--- src/rtl/multi_debouncer.sv ---
// multi_debouncer: per-channel synchroniser + saturating-count filter with
// registered rise/fall pulses and a combined activity flag.
module multi_debouncer #(
    parameter int unsigned CHANNELS      = 4,
    parameter int unsigned COUNTER_WIDTH = 3,
    parameter int unsigned SYNC_STAGES   = 2,
    parameter bit          RESET_LEVEL   = 1'b0
) (
    input  logic                Clk,
    input  logic                nReset,
    input  logic                SampleEn,
    input  logic [CHANNELS-1:0] Input,
    output logic [CHANNELS-1:0] Output,
    output logic [CHANNELS-1:0] Rise,
    output logic [CHANNELS-1:0] Fall,
    output logic                Any
);

    localparam logic [COUNTER_WIDTH-1:0] CNT_MAX = '1;

    logic [SYNC_STAGES-1:0][CHANNELS-1:0]   r_sync;
    logic [CHANNELS-1:0][COUNTER_WIDTH-1:0] r_cnt;
    logic [CHANNELS-1:0]                    r_out;
    logic [CHANNELS-1:0]                    r_rise;
    logic [CHANNELS-1:0]                    r_fall;
    logic                                   r_any;

    logic [CHANNELS-1:0]                    w_sync;
    logic [CHANNELS-1:0][COUNTER_WIDTH-1:0] w_cnt_nxt;
    logic [CHANNELS-1:0]                    w_out_nxt;
    logic [CHANNELS-1:0]                    w_rise_nxt;
    logic [CHANNELS-1:0]                    w_fall_nxt;

    assign w_sync = r_sync[SYNC_STAGES-1];

    // Synchroniser shift register; runs every cycle independent of SampleEn.
    always_ff @(posedge Clk or negedge nReset) begin
        if (!nReset) begin
            r_sync <= {SYNC_STAGES{ {CHANNELS{RESET_LEVEL}} }};
        end else begin
            r_sync[0] <= Input;
            for (int unsigned k = 1; k < SYNC_STAGES; k++) begin
                r_sync[k] <= r_sync[k-1];
            end
        end
    end

    // Filter next-state: any agreeing sample clears the count; a differing
    // sample at the saturated count flips the output and emits a pulse.
    always_comb begin
        w_cnt_nxt  = r_cnt;
        w_out_nxt  = r_out;
        w_rise_nxt = '0;
        w_fall_nxt = '0;
        if (SampleEn) begin
            for (int unsigned i = 0; i < CHANNELS; i++) begin
                if (w_sync[i] == r_out[i]) begin
                    w_cnt_nxt[i] = '0;
                end else if (r_cnt[i] == CNT_MAX) begin
                    w_cnt_nxt[i]  = '0;
                    w_out_nxt[i]  = w_sync[i];
                    w_rise_nxt[i] = w_sync[i];
                    w_fall_nxt[i] = ~w_sync[i];
                end else begin
                    w_cnt_nxt[i] = r_cnt[i] + 1'b1;
                end
            end
        end
    end

    // Filter state and registered pulse outputs.
    always_ff @(posedge Clk or negedge nReset) begin
        if (!nReset) begin
            r_cnt  <= '0;
            r_out  <= {CHANNELS{RESET_LEVEL}};
            r_rise <= '0;
            r_fall <= '0;
            r_any  <= 1'b0;
        end else begin
            r_cnt  <= w_cnt_nxt;
            r_out  <= w_out_nxt;
            r_rise <= w_rise_nxt;
            r_fall <= w_fall_nxt;
            r_any  <= |(w_rise_nxt | w_fall_nxt);
        end
    end

    assign Output = r_out;
    assign Rise   = r_rise;
    assign Fall   = r_fall;
    assign Any    = r_any;

endmodule

--- config.mk ---
export PLATFORM = sky130hd
export DESIGN_NAME = multi_debouncer
export DESIGN_NICKNAME = d
export VERILOG_FILES = /design/src/rtl/multi_debouncer.sv
export SDC_FILE = /design/constraint.sdc
export NUM_CORES = 1
export LEC_CHECK = 0
export BUFFER_PORTS_ARGS = -buffer_cell sky130_fd_sc_hd__buf_2
export CORE_MARGIN = 5
export CORE_UTILIZATION = 50
export DETAILED_ROUTE_END_ITERATION = 8
export PLACE_DENSITY = 0.83
export SETUP_SLACK_MARGIN = 0.4
export SLEW_MARGIN = 5
export SYNTH_ARGS = -nofsm -noshare
export SYNTH_HDL_FRONTEND = slang
export SYNTH_SLANG_ARGS = --single-unit
--- constraint.sdc ---
create_clock -name Clk -period 2 [get_ports Clk]
set_input_delay 0.2 -clock Clk [delete_from_list [all_inputs] [get_ports Clk]]
set_output_delay 0.2 -clock Clk [all_outputs]
set_load 0.01 [all_outputs]
### After elaboration in Yosys (flattened, before gate mapping)

Index checks and enable logic that the tools add are counted.

* divide/modulo/power cells: 0
* add/sub/neg operators: 4
* $lt $le $gt $ge: 0
* multipliers: 0
* reduce and logical (&&, ||, !) cells: 5
* bitwise operators: 9
* equality and inequality tests: 8
* shift-type cells: 0
* mux-type cells: 26

Operator list (count)
* $mux W3: 8
* $mux W1: 16
* $add A3 B1 Y3 const B: 4
* $eq A3 B3 Y1 const B: 4
* $reduce_and A3 Y1: 4
* $mux W4: 2
* $not A1 Y1: 8
* $eq A1 B1 Y1: 4
* $or A4 B4 Y4: 1
* $reduce_or A4 Y1: 1

* output and inout bits: 13
* memories kept: 0
* input bits: 7
* bits in latches: 0
* bits in registers: 33
* bits in read-only memories: 0
* RAM bits: 0
* logic and storage cells: 65

### Depth between registers and ports, before layout

Gate-level depths: netlist of run 1.

* depth in word-level cells: 6
* depth in mapped cells: 5
* gate-level depth less buffers: 5

### Least setup slack after synthesis of run 1

OpenSTA, ideal clock, no wires.

* kind: register to register
* start: register r_cnt[0] (netlist name)
* end: register r_any (netlist: Any)
* clock period less this slack: 1569 ps
* buffers on the path: 0
* setup time: 139 ps
* slack: 431 ps
* arrival: 1430 ps
* required time: 1861 ps
* cell stages (with the launch flop): 5
* cells stage by stage: dfrtp_1 > ha_1 > ha_1 > and3_4 > or4_4

* longest elaborated chain between the ends: 6
* elaborated cells between the ends (all ways): 9
* those cells by class: 1 x eq/ne; 6 x mux; 1 x bitwise; 1 x reduce/logical

RTL lines
* start: declaration: RTL line 22 `logic [CHANNELS-1:0][COUNTER_WIDTH-1:0] r_cnt;`
* start signal: assignment: RTL line 80 `r_cnt <= w_cnt_nxt;`
* $eq A3 B3 Y1 (*): RTL line 59 `end else if (r_cnt[i] == CNT_MAX) begin`
* $mux W1: RTL line 59
* $mux W1: RTL line 57 `if (w_sync[i] == r_out[i]) begin`
* $mux W4: RTL line 55 `if (SampleEn) begin`
* $or A4 B4 Y4 (*): RTL line 84 `r_any <= |(w_rise_nxt | w_fall_nxt);`
* $reduce_or A4 Y1 (*): RTL line 84
* end signal: assignment: RTL line 84
* end: declaration: RTL line 26 `logic r_any;`

Mark *: on every way between the ends. The rest lies on a longest branch, timed or not.
A chain may end at the register's enable or synchronous reset.

### Final worst setup path of run 1

* start: register r_cnt[9] (netlist name)
* end: register r_any (netlist: Any)

* longest elaborated chain between the ends: 6
* elaborated cells between the ends (all ways): 9
* those cells by class: 1 x eq/ne; 6 x mux; 1 x bitwise; 1 x reduce/logical

RTL lines
* $eq A3 B3 Y1: RTL line 59
* $mux W1: RTL line 59
* $mux W1: RTL line 57
* $mux W4: RTL line 55
* named net w_fall_nxt[3]: RTL line 32 `logic [CHANNELS-1:0] w_fall_nxt;`
* $or A4 B4 Y4: RTL line 84
* $reduce_or A4 Y1: RTL line 84

The timed path passes the listed nets, and every way through them passes these cells.

==> results.toml, run 1 <==
[clock_tree]
cts.clk_slew.worst_paths_ps = 100
htree_levels = 2
clockBufferDepth = 2
cts_tree = "built"
root_buffer = "clkbuf_4"
cts_sinks = 33
clk_latency_ps = 330
cts_made_buffers = 5

[grt]
antenna_found_initial = 0
grt_overflow = 0
grt_usage_pct = 13.9
grt_pass1_vias = 866
grt_pass1_wl_mm = 3.62
grt_max_degree = 34

[placed_design]
dp.cells = 146
place.gp.congestion = 0.652
dp_slack_ps = 381
placed_area_um2 = 1440
hpwl_mm = 1.38
port_buffers = 19

[synth]
synth.ff_latch_count = 33
synth_top_area_share_pct = 63.1
synth_area_per_cell_um2 = 13.2
synth_fp_nets = 115
synth_cells = 99
synth.area.top_cells = "dfrtp_1 63%, ha_1 8.6%, mux2_1 3.4%"
ys_warn_count = 0
netlist_area_um2 = 1310
ys_seq_area_share_pct = 63.1
synth_cell_types = 21
yosysTopAreaCell = "dfrtp_1"

[detailed_routing]
postRouteAntennaNets = 0
drtIter0Drc = 15
wl_per_cell_um = 12.7
routed_wl_mm = 2.11
dr.pass1.iters = 4
vias_per_cell = 5.11
dr_total_vias = 848
route.detailed.drc = 0

[cells_and_area]
antenna_cells = 0
final_area_um2 = 1650
stdcell_count = 166
drive_above_1_share_pct = 33.1
syn_to_final_growth_pct = 25.8
fin_nets = 151

[sta]
drv_slew = 0
hold_ws_ps = 317
fin_ws_ps = 422
period_share_pct = 78.9
fmax_ghz = 0.634
fin_setup_tns_ps = 0
slew_headroom_pct = 54.1
hold_viol = 0
tightest_slew_ps = 689
min_period_ps = 1580
rsz0062_at_grt = "yes"
fin_worst_skew_ps = 11.5
setup_violations = 0

[die]
fp.dieW_um = 61.2
die_h_um = 61.2
num_rows = 18
start_util_pct = 52.4
core-area_um2 = 2500
boundaryPins = 20
die_area_um2 = 3740

[setup_path]
required_ps = 2210
arrival_ps = 1790
cp-end-kind = "flop"
timing.rr.start = "r_cnt[9]$_DFFE_PN0P_"
endpoint = "Any$_DFF_PN0_"
path_max_fanout = 2
ff2ff_setup_slack_ps = 420
reg2regPathDepth = 4
crit_start = "r_cnt[9]$_DFFE_PN0P_"
r2r_end = "Any$_DFF_PN0_"
critPathKind = "flop to flop"
startpoint_type = "flop"

[power]
p_per_area_nw_per_um2 = 1030
p_leak_nw = 0.843
ir_drop_v = 0.000658

[outcome]
status = "completed"

[min_path]
hold_path_class = "input pin to flop"

[flow_run]
cap_violations = 0
[worst min-delay path by stage]
stage	startpoint	endpoint	cells after the start
2_1_floorplan	nReset	Any$_DFF_PN0_	0
6_report	SampleEn	r_cnt[10]$_DFFE_PN0P_	3
5_1_grt	SampleEn	r_cnt[7]$_DFFE_PN0P_	3
3_3_place_gp	nReset	Output[0]$_DFFE_PN0P_	1
4_1_cts	SampleEn	r_cnt[7]$_DFFE_PN0P_	3
3_5_place_dp	nReset	Fall[0]$_DFF_PN0_	1
[critical path, cell delays in order, from the launching register on]
cell and delay [ps]:
dfrtp_1 410, ha_2 200, ha_1 180, and4b_1 200, or4_4 470
[cells by family after synthesis]
family | Yosys count | synth area share (%)
multiplexers | 8 | 6.88
AND/OR/NAND/NOR | 25 | 11.4
flip-flops | 33 | 63.1
adder cells (fa/ha/maj) | 9 | 8.60
AO/OA/AOI/OAI | 9 | 4.11
XOR/XNOR | 4 | 2.68
buffers and inverters | 11 | 3.25
[through the flow]
step | utilization, % | total power [mW]
after floorplan | - | 1.05
after global placement | 57.5 | 1.12
after detailed placement | 57.5 | 1.15
after CTS | 63.4 | 1.69
after global routing | 65.9 | 1.82
final | 65.9 | 1.69
[timing repair]
action                     in CTS  in global routing
hold endpoints to repair       37                  0
gates resized for setup         2                  4
setup endpoints to repair       1                  1
hold buffers                    5                  0
setup buffers                   1                  6
pin swaps                       0                  1
[placed cells by master, fill, tap and decap left out, drive strengths merged]
| master | Yosys | final |
|---|---|---|
| and3 | 1 | 1 |
| ha | 9 | 9 |
| and2b | 1 | 1 |
| and2 | 1 | 1 |
| nand2 | 9 | 9 |
| buf | 1 | 27 |
| nor3b | 4 | 4 |
| xnor2 | 3 | 3 |
| inv | 8 | 8 |
| o21ai | 2 | 2 |
| dfrtp | 33 | 33 |
| bufinv | 0 | 1 |
| and4b | 1 | 1 |
| o22ai | 7 | 7 |
| or4 | 1 | 1 |
| nand4b | 1 | 1 |
| nand3 | 1 | 1 |
| nor3 | 5 | 5 |
| clkbuf | 2 | 7 |
| dlygate4sd3 | 0 | 5 |
| xor2 | 1 | 1 |
| mux2 | 8 | 8 |
[where the power goes]
| group | internal [mW] | switching (mW) | leakage [nW] |
|---|---|---|---|
| logic | 0.174 | 0.153 | 0.365 |
| registers | 0.772 | 0.0791 | 0.432 |
| clock network | 0.299 | 0.215 | 0.0455 |
| total | 1.24 | 0.447 | 0.843 |
[synth_stat cells]
| master | count |
|---|---|
| dfrtp_1 | 33 |
| ha_1 | 9 |
| nand2_1 | 9 |
| inv_1 | 8 |
| o22ai_1 | 7 |
| nor3_1 | 5 |
| mux2_1 | 4 |
| mux2_2 | 4 |
| nor3b_1 | 4 |
| xnor2_1 | 3 |
| clkbuf_1 | 2 |
| o21ai_1 | 2 |
| and2_1 | 1 |
| and2b_1 | 1 |
| and3_4 | 1 |
| and4b_1 | 1 |
| buf_2 | 1 |
| nand3_1 | 1 |
| nand4b_1 | 1 |
| or4_4 | 1 |
| xor2_1 | 1 |
[metal layers]
layer  vias to the layer above  share of wire, %  wire length, µm  track usage (%)
met5                         -                 0                0                0
met2                        20                48             1020             21.9
met4                         0               1.2               26             6.50
li1                        411                 -                -                -
met3                         5               7.4              157             7.34
met1                       412                43              907             15.6
[final cells by class]
cell class | count | area [µm²]
Clock buffer | 7 | 55.1
Clock inverter | 1 | 30.0
Fill cell | 188 | 853
Inverter | 8 | 30.0
Multi-Input combinational cell | 55 | 463
Sequential cell | 33 | 826
Tap cell | 30 | 37.5
Timing Repair Buffer | 32 | 205
[sequential cells by signal, indices dropped and copies added, names as in the netlist]
signal and flops:
Rise 4, r_cnt 12, Fall 4, Output 4, w_sync 4, Any 1, r_sync 4
No activity file was read; power rests on OpenSTA's default activity.
==> run 2: changes to the inputs <==
--- a/config.mk
+++ b/config.mk
@@ -5,11 +5,12 @@
 export SDC_FILE = /design/constraint.sdc
 export NUM_CORES = 1
 export LEC_CHECK = 0
+export ABC_AREA = 1
 export BUFFER_PORTS_ARGS = -buffer_cell sky130_fd_sc_hd__buf_2
 export CORE_MARGIN = 5
 export CORE_UTILIZATION = 50
 export DETAILED_ROUTE_END_ITERATION = 8
-export PLACE_DENSITY = 0.83
+export PLACE_DENSITY = 0.85
 export SETUP_SLACK_MARGIN = 0.4
 export SLEW_MARGIN = 5
 export SYNTH_ARGS = -nofsm -noshare
==> constraint.sdc (replaced) <==
create_clock -name Clk -period 1.4 [get_ports Clk]
set_input_delay 0.14 -clock Clk [delete_from_list [all_inputs] [get_ports Clk]]
set_output_delay 0.14 -clock Clk [all_outputs]
set_load 0.01 [all_outputs]
==> run 2 against run 1 <==
Compared with the run above:
- synthesized cell count up 35%
- worst setup slack worse by 230 ps
- critical path depth unchanged
- combinational power up 32%
- wire length up 36%
==> results.toml, run 2 <==
[outcome]
status = "completed"

[cells_and_area]
antenna_cells = 0
largest_reg_flops = 12
fin_nets = 198
most-common-layout-cells = "31 x dfrtp_1, 20 x nand2_1, 18 x buf_4"
top_register = "r_cnt"
syn_to_final_growth_pct = 38.5
fillers = 195
drive_above_1_share_pct = 57.7
final_area_um2 = 2040
layout_commonest_cell = "dfrtp_1"

[setup_path]
timing.rr.start = "r_cnt[4]$_DFFE_PN0P_"
cp_top_family = "flip-flops"
r2r_end = "r_cnt[3]$_DFFE_PN0P_"
startpoint_type = "flop"
cp_cell_sequence = "ha_2 -> ha_4 -> or2_4 -> o21ai_2"
crit_start = "r_cnt[4]$_DFFE_PN0P_"
slowest_delay_ps = 410
critPathKind = "flop to flop"
cp-end-kind = "flop"
endpoint = "r_cnt[3]$_DFFE_PN0P_"
path_max_fanout = 3
ff2ff_setup_slack_ps = 200
path_depth = 4
arrival_ps = 1470
crit_path_top_delay_cell = "dfrtp_1"
reg2regPathDepth = 4
required_ps = 1660
crit_buf_inv = 0

[synth]
synth.ff_latch_count = 33
ys_async_sr_fraction_pct = 100
synth_cell_types = 21
synth_fp_nets = 150
synth_ff_type = "dfrtp_1"
yosysTopAreaCell = "dfrtp_1"
synth_area_per_cell_um2 = 11.0
netlist_area_um2 = 1470
ys_warn_count = 0
synth_cells = 134
synth_top_area_share_pct = 56.0
ys_seq_area_share_pct = 56.0
yosys-top-cells-count = "33 x dfrtp_1, 26 x nand2_1, 19 x inv_1"
synth.area.top_cells = "dfrtp_1 56%, ha_1 7.6%, nand2_1 6.6%"
synth_edf_count = 0
yosysMostFrequentCell = "dfrtp_1"

[grt]
grt_overflow = 0
grt_max_degree = 34
antenna_found_initial = 0
grt_pass1_wl_mm = 4.92
grt_usage_pct = 15.4
grt_pass1_vias = 1137

[clock_tree]
htree_levels = 2
root_buffer = "clkbuf_4"
cts_tree = "built"
cts.clk_slew.worst_paths_ps = 100
clk_latency_ps = 330
clockBufferDepth = 2
cts_made_buffers = 5
cts_sinks = 33

[sta]
fin_setup_tns_ps = 0
fin_ws_ps = 196
period_share_pct = 86.0
tightest_slew_ps = 409
hold_ws_ps = 166
fmax_ghz = 0.831
hold_viol = 0
drv_slew = 0
setup_violations = 0
rsz0062_at_grt = "yes"
fin_worst_skew_ps = 8.85
min_period_ps = 1200
slew_headroom_pct = 72.7

[detailed_routing]
m1WireLength_mm = 1.10
routed_wl_mm = 2.88
dr_total_vias = 1084
dr.pass1.iters = 4
vias_per_cell = 5.09
route.met2.wl_mm = 1.59
postRouteAntennaNets = 0
wl_per_cell_um = 13.5
route.met3.wl_um = 139
route.detailed.drc = 0
maxUsedRoutingLayer = "met4"
drtIter0Drc = 36

[placed_design]
port_buffers = 19
placed_area_um2 = 1680
hpwl_mm = 1.89
dp_slack_ps = 192
place.gp.congestion = 0.754

[die]
die_area_um2 = 4130
boundaryPins = 20
core-area_um2 = 2780
num_rows = 19
start_util_pct = 53.0
fp.dieW_um = 64.3
die_h_um = 64.3

[min_path]
hold_path_class = "input pin to flop"

[power]
p_per_area_nw_per_um2 = 1010
ir_drop_v = 0.000847
p_leak_nw = 1.01

[flow_run]
cap_violations = 0
## run 2: worst min-delay path, stage by stage
cell	delay (ps)
buf_2	160
nand3_4	110
o21ai_2	50
## run 2: power breakdown
| part | internal (mW) | switching (mW) |
|---|---|---|
| combinational | 0.221 | 0.211 |
| sequential | 1.02 | 0.0644 |
| clock | 0.237 | 0.297 |
| total | 1.48 | 0.572 |
## run 2: cell type report
class,instances,area (µm²),area share (%)
inverters,21,83.8,4.11
well taps,31,38.8,1.90
repair buffers,44,322,15.7
multi-input cells,77,714,35.0
clock buffers,7,55.1,2.70
flip-flops and latches,33,828,40.6
## run 2: logic make-up after synthesis
family	after synthesis	share of synthesized area, %
buffers and inverters	24	8.23
adders and majority gates	9	7.64
DFF	33	56.0
and+or+nand+nor	55	20.5
AOI/OAI and AO/OA	13	7.56
## run 2: timing repair
action                                  4_1_cts  5_1_grt
endpoints found under the setup margin       24       33
gates resized for setup                      12       23
buffers inserted                              9        8
hold buffers                                  5        0
pin swaps                                    16       13
endpoints found under the hold margin        37        0
## run 2: how the worst min path moves through the flow
stage,start,endpoint,depth (start not counted)
finish,SampleEn,r_cnt[10]$_DFFE_PN0P_,3
global route,SampleEn,r_cnt[9]$_DFFE_PN0P_,3
CTS,SampleEn,r_cnt[10]$_DFFE_PN0P_,3
detailed placement,nReset,r_cnt[9]$_DFFE_PN0P_,2
global placement,nReset,r_cnt[10]$_DFFE_PN0P_,2
floorplan,nReset,Any$_DFF_PN0_,0
## run 2: per-stage QoR
stage	utilization [%]	power, mW	instances
floorplan	-	1.33	134
global placement	60.2	1.38	184
detailed placement	60.2	1.42	184
CTS	68.1	2.01	205
global route	73.4	2.17	213
finish	73.4	2.05	213
## run 2: routing by layer
layer / vias up / GRT usage (%)
met5: - / 0
met4: 0 / 6.87
li1: 520 / -
met2: 24 / 29.2
met3: 7 / 4.73
met1: 533 / 14.9
